==> config.mk <==
export PLATFORM = sky130hd
export DESIGN_NAME = ir_packet_receiver
export DESIGN_NICKNAME = d
export VERILOG_FILES = /design/src/rtl/ir_packet_receiver.sv
export SDC_FILE = /design/constraint.sdc
export NUM_CORES = 1
export LEC_CHECK = 0
export BUFFER_PORTS_ARGS = -buffer_cell sky130_fd_sc_hd__buf_4
export CAP_MARGIN = 5
export CORE_AREA = 2 2 65 67
export DETAILED_ROUTE_END_ITERATION = 8
export DIE_AREA = 0 0 67 69
export PLACE_DENSITY = 0.66
export SLEW_MARGIN = 5
export SYNTH_ARGS = -nofsm -noshare
export SYNTH_HDL_FRONTEND = slang
export SYNTH_SLANG_ARGS = --single-unit
==> constraint.sdc <==
create_clock -name sys_clk -period 2.18 [get_ports sys_clk]
set_input_delay 0.218 -clock sys_clk [delete_from_list [all_inputs] [get_ports sys_clk]]
set_output_delay 0.218 -clock sys_clk [all_outputs]
set_load 0.05 [all_outputs]
==> src/rtl/ir_packet_receiver.sv <==
`timescale 1ns/1ps
`default_nettype none
// ============================================================================
// Module : ir_packet_receiver
// Brief  : Measures IR envelope bursts/gaps in carrier ticks and decodes the
//          start / car-select / 4-bit command frame.
// Rev    : 1.0  initial release
// ============================================================================
module ir_packet_receiver #(
  parameter int CNT_W        = 9,
  parameter int START_LEN    = 191,
  parameter int GAP_LEN      = 25,
  parameter int SEL_LEN      = 47,
  parameter int ASSERT_LEN   = 47,
  parameter int DEASSERT_LEN = 22,
  parameter int TOL          = 4
) (
  input  logic       sys_clk,
  input  logic       reset,
  input  logic       tick,
  input  logic       ir_in,
  output logic [3:0] cmd,
  output logic       cmd_valid,
  output logic       frame_error,
  output logic       busy
);

  typedef enum logic [2:0] {
    IDLE    = 3'd0,
    START   = 3'd1,
    SEL_GAP = 3'd2,
    SEL     = 3'd3,
    BIT_GAP = 3'd4,
    BIT     = 3'd5
  } state_t;

  localparam logic [CNT_W-1:0] c_cnt_max = '1;

  logic             r_s1, r_s2, r_s3;
  logic             w_rise, w_fall;
  logic [CNT_W-1:0] r_cnt;

  state_t           r_state, w_state_nxt;
  logic [3:0]       r_cmd, w_cmd_nxt;
  logic [3:0]       r_bits, w_bits_nxt;
  logic [1:0]       r_idx, w_idx_nxt;
  logic             r_cmd_valid, w_cmd_valid_nxt;
  logic             r_frame_error, w_frame_error_nxt;
  logic             r_busy;

  logic             w_is_start, w_is_gap, w_is_sel, w_is_one, w_is_zero;
  logic             w_gap_over;

  function automatic logic f_match(input logic [CNT_W-1:0] dur, input int len);
    int d;
    d = int'(dur);
    return (d >= len - TOL) && (d <= len + TOL);
  endfunction

  // Two flops for metastability, a third to detect level changes.
  always_ff @(posedge sys_clk or negedge reset) begin
    if (!reset) begin
      r_s1 <= 1'b0;
      r_s2 <= 1'b0;
      r_s3 <= 1'b0;
    end else begin
      r_s1 <= ir_in;
      r_s2 <= r_s1;
      r_s3 <= r_s2;
    end
  end

  assign w_rise = r_s2 & ~r_s3;
  assign w_fall = ~r_s2 & r_s3;

  // On an edge the counter still holds the length of the level that just ended.
  always_ff @(posedge sys_clk or negedge reset) begin
    if (!reset) begin
      r_cnt <= '0;
    end else if (w_rise || w_fall) begin
      r_cnt <= '0;
    end else if (tick && (r_cnt != c_cnt_max)) begin
      r_cnt <= r_cnt + 1'b1;
    end
  end

  assign w_is_start = f_match(r_cnt, START_LEN);
  assign w_is_gap   = f_match(r_cnt, GAP_LEN);
  assign w_is_sel   = f_match(r_cnt, SEL_LEN);
  assign w_is_one   = f_match(r_cnt, ASSERT_LEN);
  assign w_is_zero  = f_match(r_cnt, DEASSERT_LEN);
  assign w_gap_over = int'(r_cnt) > (GAP_LEN + TOL);

  always_ff @(posedge sys_clk or negedge reset) begin
    if (!reset) begin
      r_state       <= IDLE;
      r_cmd         <= 4'd0;
      r_bits        <= 4'd0;
      r_idx         <= 2'd0;
      r_cmd_valid   <= 1'b0;
      r_frame_error <= 1'b0;
      r_busy        <= 1'b0;
    end else begin
      r_state       <= w_state_nxt;
      r_cmd         <= w_cmd_nxt;
      r_bits        <= w_bits_nxt;
      r_idx         <= w_idx_nxt;
      r_cmd_valid   <= w_cmd_valid_nxt;
      r_frame_error <= w_frame_error_nxt;
      r_busy        <= (w_state_nxt != IDLE);
    end
  end

  always_comb begin
    w_state_nxt       = r_state;
    w_cmd_nxt         = r_cmd;
    w_bits_nxt        = r_bits;
    w_idx_nxt         = r_idx;
    w_cmd_valid_nxt   = 1'b0;
    w_frame_error_nxt = 1'b0;

    case (r_state)
      IDLE: begin
        if (w_rise) w_state_nxt = START;
      end

      START: begin
        // A mismatched start is treated as noise, not a broken frame.
        if (w_fall) w_state_nxt = w_is_start ? SEL_GAP : IDLE;
      end

      SEL_GAP: begin
        if (w_rise) begin
          if (w_is_gap) begin
            w_state_nxt = SEL;
          end else begin
            w_frame_error_nxt = 1'b1;
            w_state_nxt       = IDLE;
          end
        end else if (w_gap_over) begin
          w_frame_error_nxt = 1'b1;
          w_state_nxt       = IDLE;
        end
      end

      SEL: begin
        if (w_fall) begin
          if (w_is_start) begin
            w_frame_error_nxt = 1'b1;
            w_state_nxt       = SEL_GAP;
          end else if (w_is_sel) begin
            w_idx_nxt   = 2'd0;
            w_bits_nxt  = 4'd0;
            w_state_nxt = BIT_GAP;
          end else begin
            w_state_nxt = IDLE;
          end
        end
      end

      BIT_GAP: begin
        if (w_rise) begin
          if (w_is_gap) begin
            w_state_nxt = BIT;
          end else begin
            w_frame_error_nxt = 1'b1;
            w_state_nxt       = IDLE;
          end
        end else if (w_gap_over) begin
          w_frame_error_nxt = 1'b1;
          w_state_nxt       = IDLE;
        end
      end

      BIT: begin
        if (w_fall) begin
          if (w_is_start) begin
            w_frame_error_nxt = 1'b1;
            w_state_nxt       = SEL_GAP;
          end else if (w_is_one || w_is_zero) begin
            if (r_idx == 2'd3) begin
              // Partial bits stay internal until the whole command is known.
              w_cmd_nxt       = {w_is_one, r_bits[2:0]};
              w_cmd_valid_nxt = 1'b1;
              w_state_nxt     = IDLE;
            end else begin
              w_bits_nxt[r_idx] = w_is_one;
              w_idx_nxt         = r_idx + 2'd1;
              w_state_nxt       = BIT_GAP;
            end
          end else begin
            w_frame_error_nxt = 1'b1;
            w_state_nxt       = IDLE;
          end
        end
      end

      default: w_state_nxt = IDLE;
    endcase
  end

  assign cmd         = r_cmd;
  assign cmd_valid   = r_cmd_valid;
  assign frame_error = r_frame_error;
  assign busy        = r_busy;

endmodule
`default_nettype wire
==> impl_metrics.py, run 1 <==
metrics = {
    "clock_network": {
        "max-clock-path-buffers": 2,
        "cts.sinks": 27,
        "cts.htree.levels": 1,
        "cts_tree": "done",
        "cts_inserted_buffers": 3,
        "cts.reportedPaths.clkPinSlew_ns": 0.09,
        "cts_root_buffer": "clkbuf_8",
        "clk_latency_ns": 0.27,
    },
    "route": {
        "top_layer_used": "met4",
        "drt_wl_total_mm": 3.05,
        "detailroute.via_count": 1189,
        "route.detailed.wl_per_inst_um": 13.8,
        "avgViaCountPerCell": 5.38,
        "drtAntennaViolNets": 0,
        "met2_length_mm": 1.56,
        "drt_drc_violations_left": 0,
        "drtIter0Drc": 23,
        "met3_wirelength_um": 74,
        "dr.pass1.iters": 4,
        "met1_length_mm": 1.35,
    },
    "synth": {
        "syn-instance-count": 150,
        "postSynth.asyncResetShare": 1.00,
        "synth_edf_count": 0,
        "synth_ff_type": "dfrtp_1",
        "synth.yosys.seq_area_share": 0.419,
        "post_synthesis_net_count": 164,
        "synth_seq_cells": 27,
        "synth.lib_cells_used.distinct": 49,
        "syn_area_sq_mm": 0.00161,
        "avg_inst_size_synth_sq_um": 10.7,
        "synth.yosys.warnings": 0,
    },
    "run": {
        "cap_viol_max_count": 0,
    },
    "global_route": {
        "total_gr_overflow": 0,
        "grt_pass1_vias": 1170,
        "grt_antenna_before_repair": 0,
        "grtUsageTotal": 0.147,
        "pin_count_of_the_biggest_net_entering_global_routing": 28,
        "grt_pass1_wl_mm": 5.35,
    },
    "floorplan": {
        "initial_core_util": 0.412,
        "placeableCoreArea_sq_mm": 0.00391,
        "die_h_um": 69,
        "die_width_um": 67,
        "num_io_pins": 11,
        "design.die.area_sq_mm": 0.00462,
        "row_count": 23,
    },
    "critical_path": {
        "cp_max_stage_cell": "dfrtp_2",
        "timing.critical_path.to_type": "register",
        "timing.critical_path.slowest_cell_delay_ns": 0.46,
        "cp_data_arrival_time_ns": 2.25,
        "critical_path_required_time_ns": 2.34,
        "startpoint": "r_cnt[1]$_DFFE_PN0P_",
        "rrSetupSlack_ns": 0.09,
        "critical_path.reg2reg.startpoint": "r_cnt[1]$_DFFE_PN0P_",
        "worst_setup_path_start_kind": "register",
        "crit_path_top_cell_by_count": "o311ai_2",
        "list_of_cells_traversed_by_the_critical_path": "ha_1 -> o311ai_2 -> o311ai_2 -> or3_4 -> mux2_4",
        "timing.critical_path.fanout_max": 7,
        "critPathKind": "reg -> reg",
    },
    "finish": {
        "antenna_cells": 0,
        "final_layout_size_suffix_gt1_frac": 0.322,
        "final_design_area_no_fill_sq_mm": 0.00188,
        "stdcell_count": 221,
        "final_common_cell": "dfrtp_1",
        "finalNetCount": 186,
        "finalCoreUtilization": 0.481,
        "flow.area_growth_from_synthesis_pct": 16.8,
        "filler_cell_count": 377,
        "most-common-layout-cells": "dfrtp_1, buf_4, ha_1",
    },
    "power": {
        "irDropWorstVdd_v": 0.000216,
        "seq_power_share": 0.559,
        "post-layout-total-power_uw": 963,
        "intPower_uw": 716,
        "powerDensity_mw_per_mm2": 512,
        "netSwitchingPower_uw": 246,
        "leakagePower_nw": 0.841,
        "sw_frac_of_total": 0.256,
        "comb_power_share": 0.149,
        "clkPwrFrac": 0.292,
    },
    "placed_design": {
        "dpl.cell_count": 215,
        "dp_area_sq_mm": 0.00178,
        "place.gp.congestion": 0.846,
        "io_buffers": 10,
        "hpwlAfterDp_mm": 2.32,
    },
    "min_path": {
        "hold_path_start": "ir_in",
        "timing.hold.worst.class": "in -> reg",
    },
    "timing": {
        "final_max_slew_viol_count": 0,
        "worst_slew_pin_slew_ns": 0.374,
        "relSlewSlack": 0.750,
        "timing.final.crit_share": 0.960,
        "finalSetupTns_ns": 0,
        "finalSetupViolations": 0,
        "period_minus_ws_final_ns": 2.09,
        "clock-skew-final_ns": 0.00318,
        "report.final.hold_viol_count": 0,
        "fmax_mhz": 478,
    },
    "status": {
        "run_status": "finished clean",
    },
}
==> power groups by stage <==
stage | clock network (mW) | logic (mW) | registers, mW
after floorplan | 0 | 0.0813 | 0.553
after global placement | 0 | 0.133 | 0.545
after detailed placement | 0 | 0.137 | 0.547
after CTS | 0.293 | 0.138 | 0.538
after global routing | 0.318 | 0.160 | 0.541
final | 0.281 | 0.143 | 0.539
==> synthesized netlist by cell type (2+ instances only) <==
cell type	n	area, sq um
dfrtp_1	27	676
ha_1	10	125
inv_1	8	30.0
and2_1	7	43.8
nand2_1	7	26.3
nor2_1	6	22.5
o21ai_0	6	30.0
a21oi_1	5	25.0
xnor2_1	5	43.8
nand4_1	4	25.0
nor2b_1	4	25.0
nor3b_1	4	30.0
a21boi_0	3	22.5
mux2_4	3	45.0
nand3_1	3	15.0
nor3_1	3	15.0
o31ai_1	3	22.5
or3_1	3	18.8
a21bo_2	2	20.0
and2_4	2	17.5
buf_4	2	15.0
buf_6	2	22.5
nor4_2	2	25.0
o211ai_1	2	15.0
o311ai_2	2	32.5
or2_4	2	17.5
==> cell families after synthesis <==
family,after synthesis,synth area share
DFF,27,0.419
xor gates and xnor gates,5,0.0272
AOI/OAI and AO/OA,33,0.161
buffers and inverters,13,0.0442
and+or+nand+nor,57,0.230
muxes,5,0.0411
adders and majority gates,10,0.0776
==> sequential cells by signal, indices dropped and copies added (netlist names) <==
name,flops
busy,1
cmd,4
cmd_valid,1
frame_error,1
r_bits,3
r_cnt,9
r_idx,2
r_s1,1
r_s2,1
r_s3,1
r_state,3
==> metal layers <==
| layer | up-vias | global-route usage |
|---|---|---|
| li1 | 584 | - |
| met1 | 580 | 0.190 |
| met2 | 19 | 0.237 |
| met3 | 6 | 0.0196 |
| met4 | 0 | 0.0726 |
| met5 | - | 0 |
==> final timing paths <==
path                                         to  depth (start not counted)
max                          cmd[0]$_DFFE_PN0P_                          5
min                              r_s1$_DFF_PN0_                          1
max reg2reg                  cmd[0]$_DFFE_PN0P_                          5
min reg2reg                      r_s2$_DFF_PN0_                          0
max in group asynchronous  r_cnt[4]$_DFFE_PN0P_                          2
min in group asynchronous   cmd_valid$_DFF_PN0_                          2
==> stage by stage <==
step	hold WS (ns)	worst slack [ns]
floorplan	-0.0776	0.00899
global placement	0.147	0.0668
detailed placement	0.152	0.0225
CTS	0.0435	0.00738
global route	0.0360	-0.0125
finish	0.0498	0.0865
==> cell type report <==
type / count / area (sq um) / area share
clock buffer: 4 / 45.0 / 0.0239
multi-input combinational: 110 / 891 / 0.473
tap: 50 / 62.6 / 0.0332
inverter: 8 / 30.0 / 0.0160
sequential: 27 / 682 / 0.362
timing repair buffer: 22 / 171 / 0.0911
==> worst max-delay path, delay by kind of cell (launching register included) <==
kind	cells	cell delay, ns
AOI/OAI and AO/OA	2	0.53
adders and majority gates	1	0.26
DFF	1	0.46
muxes	1	0.31
and+or+nand+nor	1	0.44
==> timing repair <==
action,CTS,global route
hold buffers,1,0
setup buffers,0,1
endpoints found under the setup margin,0,9
gates resized for setup,0,12
endpoints found under the hold margin,27,0
Note: power is estimated with default switching activity, not from simulation.
==> inputs of run 2 (changes only) <==
CAP_MARGIN = 20   (was 5)
CTS_BUF_LIST = sky130_fd_sc_hd__clkbuf_2   (was default)
==> run 2 against run 1 <==
Die area stayed put. Combinational power increased by 3%. Non-clock buffer count is 3 higher. Clock power fell by 32%. Register-to-register slack about the same. Worst hold slack improved by 0.22 ns. Critical path depth did not move. Wire length up 0.82%. Sequential share of layout area stayed put. Sequential power barely moved. Via count about the same. Sequential cell count did not move.
==> impl_metrics.py, run 2 (synthesis gave the netlist of run 1 again) <==
metrics = {
    "timing": {
        "worst_slew_pin_slew_ns": 0.385,
        "clock-skew-final_ns": 0.00468,
        "period_minus_ws_final_ns": 2.11,
        "finalSetupViolations": 0,
        "fmax_mhz": 475,
        "timing.final.crit_share": 0.966,
        "final_max_slew_viol_count": 0,
        "report.final.hold_viol_count": 0,
        "relSlewSlack": 0.741,
    },
    "finish": {
        "antenna_cells": 0,
        "stdcell_count": 224,
        "filler_cell_count": 377,
        "finalNetCount": 189,
        "registers.top_by_ff_count": "r_cnt",
        "finalCoreUtilization": 0.481,
        "final_layout_size_suffix_gt1_frac": 0.333,
        "most-common-layout-cells": "dfrtp_1, buf_4, ha_1",
        "largest_register_ff_count": 9,
        "final_design_area_no_fill_sq_mm": 0.00188,
        "flow.area_growth_from_synthesis_pct": 16.8,
    },
    "power": {
        "netSwitchingPower_uw": 239,
        "clkPwrFrac": 0.217,
        "irDropWorstVdd_v": 0.000285,
        "intPower_uw": 639,
        "comb_power_share": 0.168,
        "leakagePower_nw": 0.849,
        "seq_power_share": 0.614,
        "sw_frac_of_total": 0.273,
        "powerDensity_mw_per_mm2": 467,
    },
    "clock_network": {
        "cts_inserted_buffers": 3,
        "cts_root_buffer": "clkbuf_2",
        "max-clock-path-buffers": 2,
        "cts.htree.levels": 1,
        "cts_tree": "done",
        "clk_latency_ns": 0.35,
        "cts.sinks": 27,
        "cts.reportedPaths.clkPinSlew_ns": 0.24,
    },
    "critical_path": {
        "timing.critical_path.to_type": "register",
        "critical_path_required_time_ns": 2.45,
        "timing.critical_path.fanout_max": 4,
        "critPathKind": "reg -> reg",
        "worst_setup_path_start_kind": "register",
        "cp_data_arrival_time_ns": 2.38,
    },
    "global_route": {
        "grt_pass1_wl_mm": 5.36,
        "total_gr_overflow": 0,
        "grt_antenna_before_repair": 0,
        "grt_pass1_vias": 1183,
        "grtUsageTotal": 0.145,
        "pin_count_of_the_biggest_net_entering_global_routing": 28,
    },
    "route": {
        "drt_wl_total_mm": 3.08,
        "route.detailed.wl_per_inst_um": 13.7,
        "dr.pass1.iters": 4,
        "drtIter0Drc": 18,
        "detailroute.via_count": 1190,
        "drtAntennaViolNets": 0,
        "avgViaCountPerCell": 5.31,
        "drt_drc_violations_left": 0,
    },
    "floorplan": {
        "initial_core_util": 0.412,
        "placeableCoreArea_sq_mm": 0.00391,
        "die_h_um": 69,
        "num_io_pins": 11,
        "die_width_um": 67,
        "design.die.area_sq_mm": 0.00462,
        "row_count": 23,
    },
    "placed_design": {
        "place.gp.congestion": 0.846,
        "dpl.cell_count": 215,
        "hpwlAfterDp_mm": 2.32,
        "io_buffers": 10,
        "dp_area_sq_mm": 0.00178,
    },
    "status": {
        "run_status": "finished clean",
    },
    "run": {
        "cap_viol_max_count": 0,
    },
    "min_path": {
        "timing.hold.worst.class": "in -> async",
    },
}
## run 2: changes by cell type in the layout (fill, tap and decap cells not counted)
cell,before,now
clkbuf_2,0,4
clkbuf_8,3,0
buf_4,20,22
clkbuf_1,1,0
dlygate4sd3_1,1,2
## run 2: final timing paths
path	slack, ns	depth (start not counted)	from	to
setup / recovery	0.07	5	r_cnt[0]$_DFFE_PN0P_	cmd[0]$_DFFE_PN0P_
hold / removal	0.27	2	reset	cmd_valid$_DFF_PN0_
setup reg to reg	0.07	5	r_cnt[0]$_DFFE_PN0P_	cmd[0]$_DFFE_PN0P_
hold reg to reg	0.38	0	r_s1$_DFF_PN0_	r_s2$_DFF_PN0_
max in group asynchronous	1.65	2	reset	r_cnt[4]$_DFFE_PN0P_
min in group sys_clk	0.38	0	r_s1$_DFF_PN0_	r_s2$_DFF_PN0_
## run 2: power groups by stage
stage | clock network, mW | registers [mW] | logic [mW]
2_1_floorplan | 0 | 0.553 | 0.0813
3_3_place_gp | 0 | 0.545 | 0.133
3_5_place_dp | 0 | 0.547 | 0.137
4_1_cts | 0.203 | 0.540 | 0.140
5_1_grt | 0.227 | 0.543 | 0.165
6_report | 0.191 | 0.539 | 0.148
## run 2: metal layers
metal	wire length [um]	share of wire	vias up	track usage
li1	-	-	586	-
met1	1360	0.44	587	0.188
met2	1610	0.52	13	0.241
met3	67	0.022	4	0.0196
met4	40	0.013	0	0.0522
met5	0	0	-	0
## run 2: worst max-delay path, cell delays in order, from the launching register on
cell,delay [ns]
dfrtp_1,0.48
ha_1,0.28
o311ai_2,0.33
o311ai_2,0.20
or3_4,0.44
mux2_4,0.31
## run 2: stage by stage
step	power [mW]	worst slack, ns	hold slack, ns	setup TNS [ns]
2_1_floorplan	0.634	0.00899	-0.0776	0
3_3_place_gp	0.678	0.0668	0.147	0
3_5_place_dp	0.684	0.0225	0.152	0
4_1_cts	0.883	0.00946	0.258	0
5_1_grt	0.935	-0.0115	0.256	-0.0257
6_report	0.878	0.0748	0.266	0
## run 2: cell type report
class / count / area (sq um) / area share
well taps: 50 / 62.6 / 0.0332
repair buffers: 25 / 196 / 0.104
inverters: 8 / 30.0 / 0.0160
clock buffers: 4 / 20.0 / 0.0106
multi-input cells: 110 / 891 / 0.473
flip-flops and latches: 27 / 682 / 0.362
## run 2: repair_timing
action	CTS	global route
gates resized for setup	1	11
setup endpoints to repair	1	8
hold endpoints to repair	28	0
buffers inserted	0	3
hold buffers	2	0
pin swaps	0	3
==> inputs of run 3 (changes only) <==
ABC_AREA = 1   (was default)
BUFFER_PORTS_ARGS = default   (was -buffer_cell sky130_fd_sc_hd__buf_4)
CORE_AREA = 2 2 68 70   (was 2 2 65 67)
DIE_AREA = 0 0 70 72   (was 0 0 67 69)
DONT_BUFFER_PORTS = 1   (was default)
PLACE_DENSITY = 0.64   (was 0.66)
==> run 3 against run 2 <==
Critical path type unchanged. Clock power grew 10%. Maximum frequency grew 9.0%. Clock-buffer cell count shrank 1. Sequential cell count is the same. Non-clock buffer count shrank 19. Largest cell class unchanged. Via count grew 28%. Critical path depth grew 7. First-iteration DRC count grew to 4.8 times the previous value. Highest routed layer unchanged. Sequential power grew 12%. Setup slack gained 0.17 ns. Combinational power grew 23%.
==> impl_metrics.py, run 3 <==
metrics = {
    "status": {
        "run_status": "finished clean",
    },
    "critical_path": {
        "cp_top_family": "simple AND/OR/NAND/NOR gates",
        "worst_setup_path_start_kind": "register",
        "timing.critical_path.buf_inv": 2,
        "critical_path_required_time_ns": 2.53,
        "critPathKind": "reg -> reg",
        "cp_max_stage_cell": "dfrtp_2",
        "crit_path_top_cell_by_count": "nor2_1",
        "timing.critical_path.fanout_max": 6,
        "timing.critical_path.to_type": "register",
        "timing.critical_path.slowest_cell_delay_ns": 0.49,
        "cp_data_arrival_time_ns": 2.28,
        "list_of_cells_traversed_by_the_critical_path": "ha_1 -> inv_1 -> nor2_1 -> nand2_1 -> nor3_1 -> ha_1 -> nor2_1 -> nor2_1 -> inv_1 -> nand4_1 -> o21ai_0 -> a21oi_1",
    },
    "global_route": {
        "grt_pass1_wl_mm": 6.62,
        "pin_count_of_the_biggest_net_entering_global_routing": 28,
        "grt_antenna_before_repair": 0,
        "grtUsageTotal": 0.160,
        "total_gr_overflow": 0,
        "grt_pass1_vias": 1484,
    },
    "clock_network": {
        "cts_tree": "done",
        "cts_inserted_buffers": 3,
        "cts.sinks": 27,
        "cts.reportedPaths.clkPinSlew_ns": 0.29,
        "cts.htree.levels": 1,
        "cts_root_buffer": "clkbuf_2",
        "max-clock-path-buffers": 2,
        "clk_latency_ns": 0.38,
    },
    "timing": {
        "setup_ws_ns": 0.248,
        "fmax_mhz": 518,
        "relSlewSlack": 0.688,
        "finalSetupTns_ns": 0,
        "finalSetupViolations": 0,
        "report.final.hold_viol_count": 0,
        "timing.final.crit_share": 0.886,
        "clock-skew-final_ns": 0.0153,
        "period_minus_ws_final_ns": 1.93,
        "rsz0062_at_grt": "false",
        "worst_slew_pin_slew_ns": 0.468,
        "final_max_slew_viol_count": 0,
    },
    "placed_design": {
        "io_buffers": 0,
        "place.gp.congestion": 0.885,
        "post_place_setup_slack_ns": 0.214,
        "hpwlAfterDp_mm": 2.73,
    },
    "synth": {
        "synth.largest_area_cell": "dfrtp_1",
        "post_synth_top_cells": "nand2_1, inv_1, dfrtp_1, nor2_1, nand3_1",
        "post_synthesis_net_count": 260,
        "postSynth.asyncResetShare": 1.00,
        "synth.lib_cells_used.distinct": 26,
        "synth.yosys.seq_area_share": 0.378,
        "synthDominantCellAreaShare": 0.378,
        "syn-instance-count": 246,
        "avg_inst_size_synth_sq_um": 7.26,
        "yosysMostFrequentCell": "nand2_1",
        "synth_seq_cells": 27,
        "synth.yosys.warnings": 0,
        "synth.top_cells.by_area": "dfrtp_1, nand2_1, ha_1, inv_1, nand3_1",
        "synth_ff_type": "dfrtp_1",
        "synth_edf_count": 0,
        "syn_area_sq_mm": 0.00179,
    },
    "finish": {
        "flow.area_growth_from_synthesis_pct": 8.12,
        "final_layout_size_suffix_gt1_frac": 0.161,
        "antenna_cells": 0,
        "registers.top_by_ff_count": "r_cnt",
        "finalNetCount": 270,
        "most-common-layout-cells": "nand2_1, inv_1, dfrtp_1, nor2_1, nand3_1",
        "final_common_cell": "nand2_1",
        "largest_register_ff_count": 9,
    },
    "route": {
        "avgViaCountPerCell": 4.98,
        "drt_drc_violations_left": 0,
        "dr.pass1.iters": 4,
        "drt_wl_total_mm": 3.50,
        "route.detailed.wl_per_inst_um": 11.4,
        "drtIter0Drc": 87,
        "detailroute.via_count": 1529,
        "drtAntennaViolNets": 0,
    },
    "floorplan": {
        "placeableCoreArea_sq_mm": 0.00426,
        "design.die.area_sq_mm": 0.00504,
        "initial_core_util": 0.419,
        "die_width_um": 70,
        "row_count": 24,
        "num_io_pins": 11,
        "die_h_um": 72,
    },
    "power": {
        "post-layout-total-power_uw": 998,
        "irDropWorstVdd_v": 0.000219,
        "leakagePower_nw": 0.987,
        "powerDensity_mw_per_mm2": 517,
    },
    "run": {
        "cap_viol_max_count": 0,
    },
    "min_path": {
        "timing.hold.worst.class": "in -> reg",
    },
}
-- run 3: cell types whose count changed in the layout (fill, tap and decap cells not counted), sizes merged, moves of 9 or more --
cell	before	now
nor2	6	28
inv	8	37
buf	23	4
nand3	3	23
nand2	7	76
and2	9	0
-- run 3: metal layers --
layer	global-route usage	wire, um	up-vias
met2	0.257	1530	41
met1	0.223	1780	679
met3	0.0306	161	4
li1	-	-	805
met5	0	0	-
met4	0.0406	25	0
-- run 3: final cells by class --
cell class	count	area [sq um]
tap	52	65.1
inverter	37	141
clock inverter	1	7.51
sequential	27	678
multi-input combinational	181	962
fill	445	2330
clock buffer	3	15.0
timing repair buffer	6	62.6
-- run 3: worst paths after layout --
path | start | endpoint | slack [ns] | cells past startpoint
worst min-delay path | tick | r_cnt[2]$_DFFE_PN0P_ | 0.05 | 4
max in group asynchronous | reset | r_s1$_DFF_PN0_ | 1.81 | 2
worst max-delay path | r_cnt[1]$_DFFE_PN0P_ | r_cnt[7]$_DFFE_PN0P_ | 0.25 | 12
worst min register to register | r_s1$_DFF_PN0_ | r_s2$_DFF_PN0_ | 0.39 | 0
min in group asynchronous | reset | r_state[1]$_DFF_PN0_ | 0.20 | 2
worst max register to register | r_cnt[1]$_DFFE_PN0P_ | r_cnt[7]$_DFFE_PN0P_ | 0.25 | 12
-- run 3: power breakdown --
part	total [mW]	switching (mW)	internal, mW
registers	0.605	0.0711	0.534
clock network	0.211	0.168	0.0425
logic	0.182	0.113	0.0686
-- run 3: kinds of logic (layout without fill, tap and decap cells) --
| logic type | count (synthesis) | after routing | synth area share |
|---|---|---|---|
| adder cells (fa/ha/maj) | 10 | 10 | 0.0700 |
| buffers and inverters | 38 | 47 | 0.0833 |
| AO/OA/AOI/OAI | 26 | 26 | 0.0770 |
| AND/OR/NAND/NOR | 145 | 145 | 0.391 |
| flip-flops | 27 | 27 | 0.378 |
-- run 3: stage by stage --
step	instance area [sq um]	hold slack, ns	utilization	std cells
global route	1930	0.0838	0.453	307
floorplan	1790	-0.0776	-	246
detailed placement	1860	-0.0769	0.436	299
CTS	1920	0.0512	0.451	306
global placement	1860	-0.0769	0.436	299
finish	1930	0.0508	0.453	307
-- run 3: worst register-to-register path, cell delays in order (launching register included) --
cell and delay (ns):
dfrtp_2 0.49, ha_1 0.18, inv_1 0.07, nor2_1 0.14
nand2_1 0.09, nor3_1 0.16, ha_1 0.20, nor2_1 0.06
nor2_1 0.12, inv_1 0.09, nand4_1 0.11, o21ai_0 0.08
a21oi_1 0.11
-- run 3: what timing repair did --
item | CTS | global route
gates resized for setup | 0 | 2
endpoints found under the setup margin | 0 | 2
hold endpoints to repair | 28 | 0
buffers inserted | 0 | 1
hold buffers | 3 | 0
